===== src/rtl/uart_rx.sv =====
// rtl/uart_rx.sv - 8N1 UART receiver with oversampled start/data/stop sampling and a one-entry output register
//
// Ports:
//   clk        bus clock, rising edge
//   rst        synchronous active-high reset
//   clk_en     oversample tick (OVERSAMPLE per bit period)
//   rx         asynchronous serial input, idle high, LSB first
//   din        received byte, stable while valid is high
//   valid      din holds an unread byte
//   ready      consumer takes din on valid & ready
//   frame_err  one-cycle pulse when a stop bit samples low
//   overrun    sticky; a finished byte was dropped while valid was high

module uart_rx #(
  parameter int OVERSAMPLE = 16
) (
  input  logic       clk,
  input  logic       rst,
  input  logic       clk_en,
  input  logic       rx,
  output logic [7:0] din,
  output logic       valid,
  input  logic       ready,
  output logic       frame_err,
  output logic       overrun
);

  localparam int TW = (OVERSAMPLE > 2) ? $clog2(OVERSAMPLE) : 1;
  localparam logic [TW-1:0] HALF_LAST = TW'(OVERSAMPLE / 2 - 1);
  localparam logic [TW-1:0] FULL_LAST = TW'(OVERSAMPLE - 1);

  localparam logic [2:0] S_IDLE      = 3'd0;
  localparam logic [2:0] S_START     = 3'd1;
  localparam logic [2:0] S_DATA      = 3'd2;
  localparam logic [2:0] S_STOP      = 3'd3;
  localparam logic [2:0] S_WAIT_IDLE = 3'd4;

  logic          rx_m;
  logic          rx_s;
  logic [2:0]    state;
  logic [TW-1:0] tick_cnt;
  logic [2:0]    bit_cnt;
  logic [7:0]    shift;

  logic          stop_hit;
  logic          deliver;
  logic          bad_stop;
  logic          handshake;

  // Stop-bit decision point: both outcomes are registered on the same edge
  // as the FSM leaves STOP, so outputs appear the following cycle.
  always_comb begin
    stop_hit  = 1'b0;
    deliver   = 1'b0;
    bad_stop  = 1'b0;
    handshake = valid & ready;
    stop_hit  = (state == S_STOP) && clk_en && (tick_cnt == FULL_LAST);
    deliver   = stop_hit && rx_s;
    bad_stop  = stop_hit && !rx_s;
  end

  // Synchronizer and receive FSM. The synchronizer runs every cycle; all
  // other receive state only moves on clk_en.
  always_ff @(posedge clk) begin
    if (rst) begin
      rx_m     <= 1'b1;
      rx_s     <= 1'b1;
      state    <= S_IDLE;
      tick_cnt <= '0;
      bit_cnt  <= '0;
      shift    <= '0;
    end else begin
      rx_m <= rx;
      rx_s <= rx_m;
      if (clk_en) begin
        case (state)
          S_IDLE: begin
            if (!rx_s) begin
              state    <= S_START;
              tick_cnt <= '0;
            end
          end
          S_START: begin
            // Mid-start check rejects glitches shorter than half a bit.
            if (tick_cnt == HALF_LAST) begin
              tick_cnt <= '0;
              bit_cnt  <= '0;
              state    <= rx_s ? S_IDLE : S_DATA;
            end else begin
              tick_cnt <= tick_cnt + 1'b1;
            end
          end
          S_DATA: begin
            if (tick_cnt == FULL_LAST) begin
              tick_cnt <= '0;
              shift    <= {rx_s, shift[7:1]};
              bit_cnt  <= bit_cnt + 3'd1;
              if (bit_cnt == 3'd7) begin
                state <= S_STOP;
              end
            end else begin
              tick_cnt <= tick_cnt + 1'b1;
            end
          end
          S_STOP: begin
            if (tick_cnt == FULL_LAST) begin
              tick_cnt <= '0;
              state    <= rx_s ? S_IDLE : S_WAIT_IDLE;
            end else begin
              tick_cnt <= tick_cnt + 1'b1;
            end
          end
          S_WAIT_IDLE: begin
            // A break keeps us here silently until the line returns high.
            if (rx_s) begin
              state <= S_IDLE;
            end
          end
          default: begin
            state <= S_IDLE;
          end
        endcase
      end
    end
  end

  // Output register. A delivery coinciding with a handshake replaces the
  // consumed byte; a delivery into an unread byte is dropped and flagged.
  always_ff @(posedge clk) begin
    if (rst) begin
      din       <= 8'h00;
      valid     <= 1'b0;
      frame_err <= 1'b0;
      overrun   <= 1'b0;
    end else begin
      frame_err <= bad_stop;
      if (deliver && (!valid || handshake)) begin
        din   <= shift;
        valid <= 1'b1;
      end else if (handshake) begin
        valid <= 1'b0;
      end
      if (deliver && valid && !handshake) begin
        overrun <= 1'b1;
      end else if (handshake) begin
        overrun <= 1'b0;
      end
    end
  end

endmodule


===== config.mk =====
export PLATFORM = sky130hd
export DESIGN_NAME = uart_rx
export DESIGN_NICKNAME = d
export VERILOG_FILES = /design/src/rtl/uart_rx.sv
export SDC_FILE = /design/constraint.sdc
export NUM_CORES = 1
export LEC_CHECK = 0
export CAP_MARGIN = 20
export CORE_MARGIN = 2
export CORE_UTILIZATION = 50
export CTS_BUF_LIST = sky130_fd_sc_hd__clkbuf_4
export CTS_CLUSTER_SIZE = 25
export DETAILED_ROUTE_END_ITERATION = 16
export GPL_TIMING_DRIVEN = 0
export PLACE_DENSITY = 0.73
export SLEW_MARGIN = 15
export SYNTH_ARGS = -nofsm -noshare
export SYNTH_HDL_FRONTEND = slang
export SYNTH_SLANG_ARGS = --single-unit

===== constraint.sdc =====
create_clock -name clk -period 2.85 [get_ports clk]
set_clock_uncertainty 0.15 [all_clocks]
set_input_delay 0.855 -clock clk [delete_from_list [all_inputs] [get_ports clk]]
set_output_delay 0.855 -clock clk [all_outputs]
set_load 0.01 [all_outputs]

==> impl_metrics.ini, run 1 <==
[placement]
numPortBuffers = 15
dp_cells = 187
finalWeightedCongestion = 0.801
dpl.hpwl_mm = 1.84

[sta]
worst_pin_slew_ps = 455
drv_slew = 0
finalHoldViolCount = 0
relSlewSlack = 0.696
finalCritPeriodShare = 0.795
setup_viol = 0
final.setup.tns_ps = 0
max_clock_freq_mhz = 441
period_needed_ps = 2270
rsz0062_at_grt = false

[pwr]
ir_drop_mv = 0.346
clkPwrFrac = 0.418
netSwitchingPower_uw = 167
power.density_nw_per_um2 = 501
power_frac_seq = 0.545
pwr-share-comb = 0.038
sw_frac_of_total = 0.208
internal_power_uw = 637
p_leak_nw = 0.643

[synth]
synth_compound_gate_area_share = 0.115
ys.flop_type = dfxtp_1
async_flop_share = 0
ys_seq_elements = 31
yosys.area_share.simple = 0.217
synthAdderAreaFrac = 0.0279
seq_area_frac_synth = 0.462
ys_types = 37
synth_edf_count = 0
synth_cells = 142
syn-num-nets = 150
avgSynthCellArea_um2 = 9.46
syn_area_um2 = 1340
synthXorXnorAreaFrac = 0.0130
synth_top_family_by_area = simple AND/OR/NAND/NOR gates
ys.warnings.count = 0
synth_mux_area_frac = 0.128

[clock_tree]
post_cts_buffers = 0
cts_sinks = 31
cts_hold_buffers = 0
htreeDepth = 2
cts_tree = yes
post_cts_resize_count = 0
clkSlewWorstSetupHoldPaths_ps = 90
cts_max_path_buffers = 2
clock_insertion_delay_worst_skew_ps = 330
root_buffer = clkbuf_4
cts-buffers-inserted = 5

[critical_path]
rr_startpoint = tick_cnt[0]
max_stage_delay_ps = 550
cp.depth = 1
critPathLaunchType = flop
critPathRequiredTime_ps = 1850
cp_slowest_cell = clkdlybuf4s50_1
worstPathMaxFanout = 4
startpoint = valid
cp.arrival_ps = 1260
worstPathCellList = clkdlybuf4s50_1
crit_buf_inv = 1
r2r_cells = 6
critical_path.endpoint_type = output port
r2r_setup_slack_ps = 780
crit_path_end = valid
reg2reg_to = din[5]
crit_family = buffers and inverters
path_class = flop to output port

[floorplan]
io_pins = 16
rows = 18
die_h_um = 55.8
core_area_um2 = 2520
die_w_um = 55.8
die_area_um2 = 3120
initial_core_util = 0.533

[final_layout]
final_cells = 194
drive_above_1_share = 0.104
final_nets = 172
final_cell_mix = dfxtp_1 (31), nor2_1 (24), mux2i_1 (16), clkdlybuf4s50_1 (15), nand2_1 (8)
synthToLayoutAreaGrowth_pct = 19.6
layout.cells.most_common = dfxtp_1
diodes = 0

[global_routing]
track_usage = 0.185
busiest_layer = met2
gr-total-overflow = 0
grt_pass1_wl_mm = 4.47
met2_usage = 0.293
use_met3 = 0.0628
grt_max_degree = 11
gr-usage-met1 = 0.226
antenna_found_initial = 0
first_global_vias = 1040

[route]
firstDrtPassIters = 7
postRouteAntennaNets = 0
initialDrtViolationCount = 29
drt-wirelength-per-cell_um = 13.4
drt-total-wl_mm = 2.60
vias = 1061
via_per_inst = 5.47
post-route-drc-count = 0

[status]
status = finished, final reports clean

[run]
drv_cap = 0

[worst_hold_path]
hp-class = flop to flop
==> power by group through the flow <==
stage | Combinational [mW] | Sequential [mW] | Clock [mW]
after global placement | 0.0295 | 0.448 | 0
after CTS | 0.0301 | 0.438 | 0.345
after global routing | 0.0334 | 0.438 | 0.363
final | 0.0302 | 0.438 | 0.336
after floorplan | 0.0177 | 0.447 | 0
after detailed placement | 0.0300 | 0.448 | 0
==> per-layer routing <==
layer  routed length [um]  part of all wire  up-vias
li1                     -                 -      545
met2                 1210              0.47       21
met3                  131             0.050        0
met5                    0                 0        -
met1                 1260              0.48      495
met4                    0                 0        0
==> area by class of cell <==
class,instances,area (um2)
inverter,3,11.3
sequential,31,621
multi-input combinational,100,673
clock inverter,1,30.0
buffer,8,38.8
timing repair buffer,15,150
clock buffer,6,45.0
fill,218,916
tap,30,37.5
==> sequential cells by signal (all words and copies together), names as in the netlist <==
signal     cells
valid          1
frame_err      1
tick_cnt       4
din            8
bit_cnt        3
rx_m           1
shift          8
state          3
rx_s           1
overrun        1
==> worst min-delay path by stage <==
| stage | cells past startpoint | from | slack (ps) | endpoint |
|---|---|---|---|---|
| 2_1_floorplan | 1 | rx_m | 240 | rx_s |
| 3_3_place_gp | 1 | rx_m | 250 | rx_s |
| 3_5_place_dp | 1 | rx_m | 260 | rx_s |
| 4_1_cts | 1 | rx_m | 280 | rx_s |
| 5_1_grt | 1 | rx_m | 290 | rx_s |
| 6_report | 1 | rx_m | 270 | rx_s |
==> cell usage after synthesis, drive strengths merged, types with 2 or more instances <==
master	n	area share
nor3b	2	0.011
nand3b	2	0.011
or2	2	0.0093
nand2b	4	0.019
inv	3	0.0084
xor2	2	0.013
buf	5	0.020
ha	3	0.028
nor3	2	0.0074
a32o	2	0.015
a211oi	3	0.020
nor2b	3	0.014
nand4	4	0.019
o21bai	2	0.011
mux2i	16	0.12
clkbuf	3	0.0084
a21oi	5	0.019
nor2	24	0.067
dfxtp	31	0.46
and3	2	0.0093
nand2	8	0.022
==> metrics by stage <==
stage	cell area (um2)	worst slack [ps]	util	hold slack [ps]	total power, mW
final	1610	584	0.637	274	0.804
after global routing	1610	480	0.637	293	0.835
after CTS	1610	564	0.637	278	0.813
after detailed placement	1530	276	0.607	255	0.478
after global placement	1530	297	0.607	246	0.477
after floorplan	1340	998	-	239	0.465
==> kinds of logic (layout without fill, tap and decap cells) <==
family | Yosys count | in the layout
buffers and inverters | 11 | 33
AOI/OAI and AO/OA | 21 | 21
muxes | 17 | 17
and+or+nand+nor | 57 | 57
adders and majority gates | 3 | 3
xor gates and xnor gates | 2 | 2
DFF | 31 | 31
No activity file was read; power rests on OpenSTA's default activity.
==> inputs of run 2 (changes only) <==
Settings changed: PLACE_DENSITY 0.73 to 0.76.
Clock period 2.85 ns to 2 ns, I/O delays scaled along.
==> impl_metrics.ini, run 2 (same netlist as run 1, synthesis figures left out) <==
[sta]
period_needed_ps = 1940
rsz0062_at_grt = false
relSlewSlack = 0.726
max_clock_freq_mhz = 516
worst_pin_slew_ps = 411
finalCritPeriodShare = 0.969
drv_slew = 0
final.setup.tns_ps = 0
finalHoldViolCount = 0
setup_viol = 0

[critical_path]
worstPathCellList = clkdlybuf4s50_1
cp.arrival_ps = 1190
critPathRequiredTime_ps = 1250
crit_family = buffers and inverters
path_class = flop to output port
critical_path.endpoint_type = output port
worstPathMaxFanout = 2
cp_slowest_cell = clkdlybuf4s50_1
crit_buf_inv = 1
critPathLaunchType = flop
max_stage_delay_ps = 530

[route]
firstDrtPassIters = 4
initialDrtViolationCount = 26
vias = 1076
drt-total-wl_mm = 2.68
via_per_inst = 5.55
postRouteAntennaNets = 0
drt-wirelength-per-cell_um = 13.8
met3_length_um = 124
wl_met2_mm = 1.24
wl_met1_mm = 1.30
top_layer = met4
post-route-drc-count = 0

[floorplan]
rows = 18
core_area_um2 = 2520
die_h_um = 55.8
io_pins = 16
die_w_um = 55.8
die_area_um2 = 3120
initial_core_util = 0.533

[pwr]
ir_drop_mv = 0.668
fin_total_pwr_mw = 1.15
p_leak_nw = 0.812
power.density_nw_per_um2 = 699

[clock_tree]
htreeDepth = 2
clock_insertion_delay_worst_skew_ps = 330
root_buffer = clkbuf_4
cts_max_path_buffers = 2
cts-buffers-inserted = 5
cts_tree = yes
clkSlewWorstSetupHoldPaths_ps = 90
cts_sinks = 31
cts_hold_buffers = 0

[global_routing]
antenna_found_initial = 0
gr-total-overflow = 0
first_global_vias = 993
grt_max_degree = 11
grt_pass1_wl_mm = 4.40
track_usage = 0.181

[final_layout]
drive_above_1_share = 0.134
synthToLayoutAreaGrowth_pct = 22.5
layout.cells.most_common = dfxtp_1
final_nets = 172
reg_top3 = din (8), shift (8), tick_cnt (4)
final_cell_mix = dfxtp_1 (30), nor2_1 (24), mux2i_1 (16), dlymetal6s2s_1 (9), nand2_1 (8)
diodes = 0
utilization = 0.653

[status]
status = finished, final reports clean

[placement]
finalWeightedCongestion = 0.832
numPortBuffers = 15
dpl.hpwl_mm = 1.79

[worst_hold_path]
hp-class = flop to flop

[run]
drv_cap = 0
==> run 2: cell types whose count changed in the layout (fill, tap and decap cells not counted) <==
cell,before,now
clkdlybuf4s50_1,15,5
dlymetal6s2s_1,0,9
clkbuf_1,3,1
clkbuf_2,0,2
and4_1,1,0
and4_4,0,1
dfxtp_1,31,30
dfxtp_2,0,1
dlygate4sd2_1,0,1
ha_1,3,2
ha_4,0,1
==> run 2: final timing paths <==
check | startpoint | endpoint | slack, ps | cells after the start
setup reg to reg | tick_cnt[1] | din[6] | 130 | 6
hold / removal | rx_m | rx_s | 260 | 1
setup / recovery | din[4] | din[4] | 60 | 1
hold reg to reg | rx_m | rx_s | 260 | 1
==> run 2: repair_timing <==
action,CTS,global route
endpoints found under the setup margin,9,27
endpoints found under the hold margin,0,0
buffers inserted,0,0
resized for setup,3,16
==> run 2: per-stage QoR <==
step	setup WS, ps	cell area (um2)	instances	hold slack [ps]
after floorplan	230	1340	142	239
after global placement	-296	1530	187	244
after detailed placement	-336	1530	187	246
after CTS	9.27	1610	194	268
after global routing	7.54	1650	194	292
final	61.1	1650	194	264
==> run 2: layer usage <==
metal  GRT usage  vias up
met1       0.225      507
met4      0.0714        0
met5           0        -
li1            -      543
met3      0.0698        2
met2       0.284       24
==> run 2: final cells by class <==
type / count / area, um2
flip-flops and latches: 31 / 622
plain buffers: 8 / 41.3
fillers: 208 / 876
multi-input cells: 100 / 688
clock buffers: 6 / 45.0
inverters: 3 / 11.3
clock inverters: 1 / 30.0
repair buffers: 15 / 171
well taps: 30 / 37.5
==> run 2: power by group <==
| group | switching [mW] | internal (mW) |
|---|---|---|
| combinational | 0.0269 | 0.0172 |
| clock | 0.211 | 0.271 |
| sequential | 0.00417 | 0.620 |
| total | 0.242 | 0.908 |
==> inputs of run 3 (changes only) <==
Settings changed: SETUP_SLACK_MARGIN set to 0.15.
==> impl_metrics.ini, run 3 (same netlist as run 1, synthesis figures left out) <==
[status]
status = finished, final reports clean

[sta]
max_clock_freq_mhz = 562
relSlewSlack = 0.784
whs_ps = 264
finalCritPeriodShare = 0.890
fin_ws_ps = 220
rsz0062_at_grt = false
worst_pin_slew_ps = 322
drv_slew = 0
period_needed_ps = 1780
finalHoldViolCount = 0
setup_viol = 0

[placement]
pre_cts_ws_ps = -336
dp_cells = 187
dpl.hpwl_mm = 1.79
finalWeightedCongestion = 0.832
numPortBuffers = 15

[final_layout]
final_nets = 172
final_cell_mix = dfxtp_1 (29), nor2_1 (24), mux2i_1 (16), dlygate4sd2_1 (12), nand2_1 (8)
layout.cells.most_common = dfxtp_1
diodes = 0
drive_above_1_share = 0.146
final_cells = 194
synthToLayoutAreaGrowth_pct = 21.7
reg_top3 = din (8), shift (8), tick_cnt (4)
nFillCells = 221
utilization = 0.648

[floorplan]
die_area_um2 = 3120
io_pins = 16
rows = 18
die_h_um = 55.8
die_w_um = 55.8
core_area_um2 = 2520
initial_core_util = 0.533

[route]
post-route-drc-count = 0
firstDrtPassIters = 4
postRouteAntennaNets = 0
via_per_inst = 5.52
initialDrtViolationCount = 35
drt-total-wl_mm = 2.62
drt-wirelength-per-cell_um = 13.5
vias = 1071

[clock_tree]
cts_max_path_buffers = 2
cts-buffers-inserted = 5
clkSlewWorstSetupHoldPaths_ps = 90
root_buffer = clkbuf_4
htreeDepth = 2
cts_sinks = 31
cts_tree = yes
cts_hold_buffers = 0
clock_insertion_delay_worst_skew_ps = 320
post_cts_buffers = 0

[run]
drv_cap = 0

[worst_hold_path]
hp-class = flop to flop

[global_routing]
grt_pass1_wl_mm = 4.40
first_global_vias = 987
gr-total-overflow = 0
track_usage = 0.181
grt_max_degree = 11
antenna_found_initial = 0

[critical_path]
worstPathCellList = clkdlybuf4s50_1 > nor2b_1 > nor4b_4 > buf_6 > mux2i_1 > nor2_1
max_stage_delay_ps = 490
cp.arrival_ps = 1840
worstPathMaxFanout = 8
critPathRequiredTime_ps = 2060
path_class = input port to flop
crit_buf_inv = 2
critical_path.endpoint_type = flop
cp_slowest_cell = clkdlybuf4s50_1
crit_family = buffers and inverters
critPathLaunchType = input port

[pwr]
power.density_nw_per_um2 = 700
ir_drop_mv = 0.658
p_leak_nw = 0.707
run 3: cell count changes in the layout (fill, tap and decap cells not counted), sizes merged:
cell and change:
clkdlybuf4s50 -2, dlygate4sd2 +11, dlymetal6s2s -9
run 3: metal layers:
metal / GRT usage / part of all wire
met1: 0.225 / 0.47
met5: 0 / 0
met3: 0.0698 / 0.055
met2: 0.284 / 0.46
met4: 0.0714 / 0.0061
run 3: metrics by stage:
stage	setup TNS (ps)	power, mW	cell area, um2
2_1_floorplan	0	0.662	1340
3_3_place_gp	-6510	0.680	1530
3_5_place_dp	-7440	0.681	1530
4_1_cts	0	1.15	1610
5_1_grt	0	1.19	1640
6_report	0	1.15	1640
run 3: what timing repair did:
item                       in CTS  in global routing
setup endpoints to repair      35                  9
pin swaps                       0                  2
gates resized for setup        20                  5
run 3: area by class of cell:
cell class	instances	area [um2]	share of cell area
Clock inverter	1	30.0	0.0184
Clock buffer	6	45.0	0.0275
Timing Repair Buffer	15	135	0.0826
Sequential cell	31	626	0.383
Tap cell	30	37.5	0.0230
Buffer	8	46.3	0.0283
Inverter	3	11.3	0.00689
Multi-Input combinational cell	100	704	0.431
run 3: where the power goes:
group	switching (mW)	internal, mW
clock	0.206	0.271
sequential	0.00422	0.619
combinational	0.0281	0.0171
total	0.238	0.907
run 3: path summary, 6_finish.rpt:
| check | slack, ps | endpoint | cells past startpoint | start |
|---|---|---|---|---|
| max | 220 | din[7] | 6 | ready |
| min | 260 | rx_s | 1 | rx_m |
| max reg2reg | 250 | din[7] | 6 | tick_cnt[0] |
| min reg2reg | 260 | rx_s | 1 | rx_m |
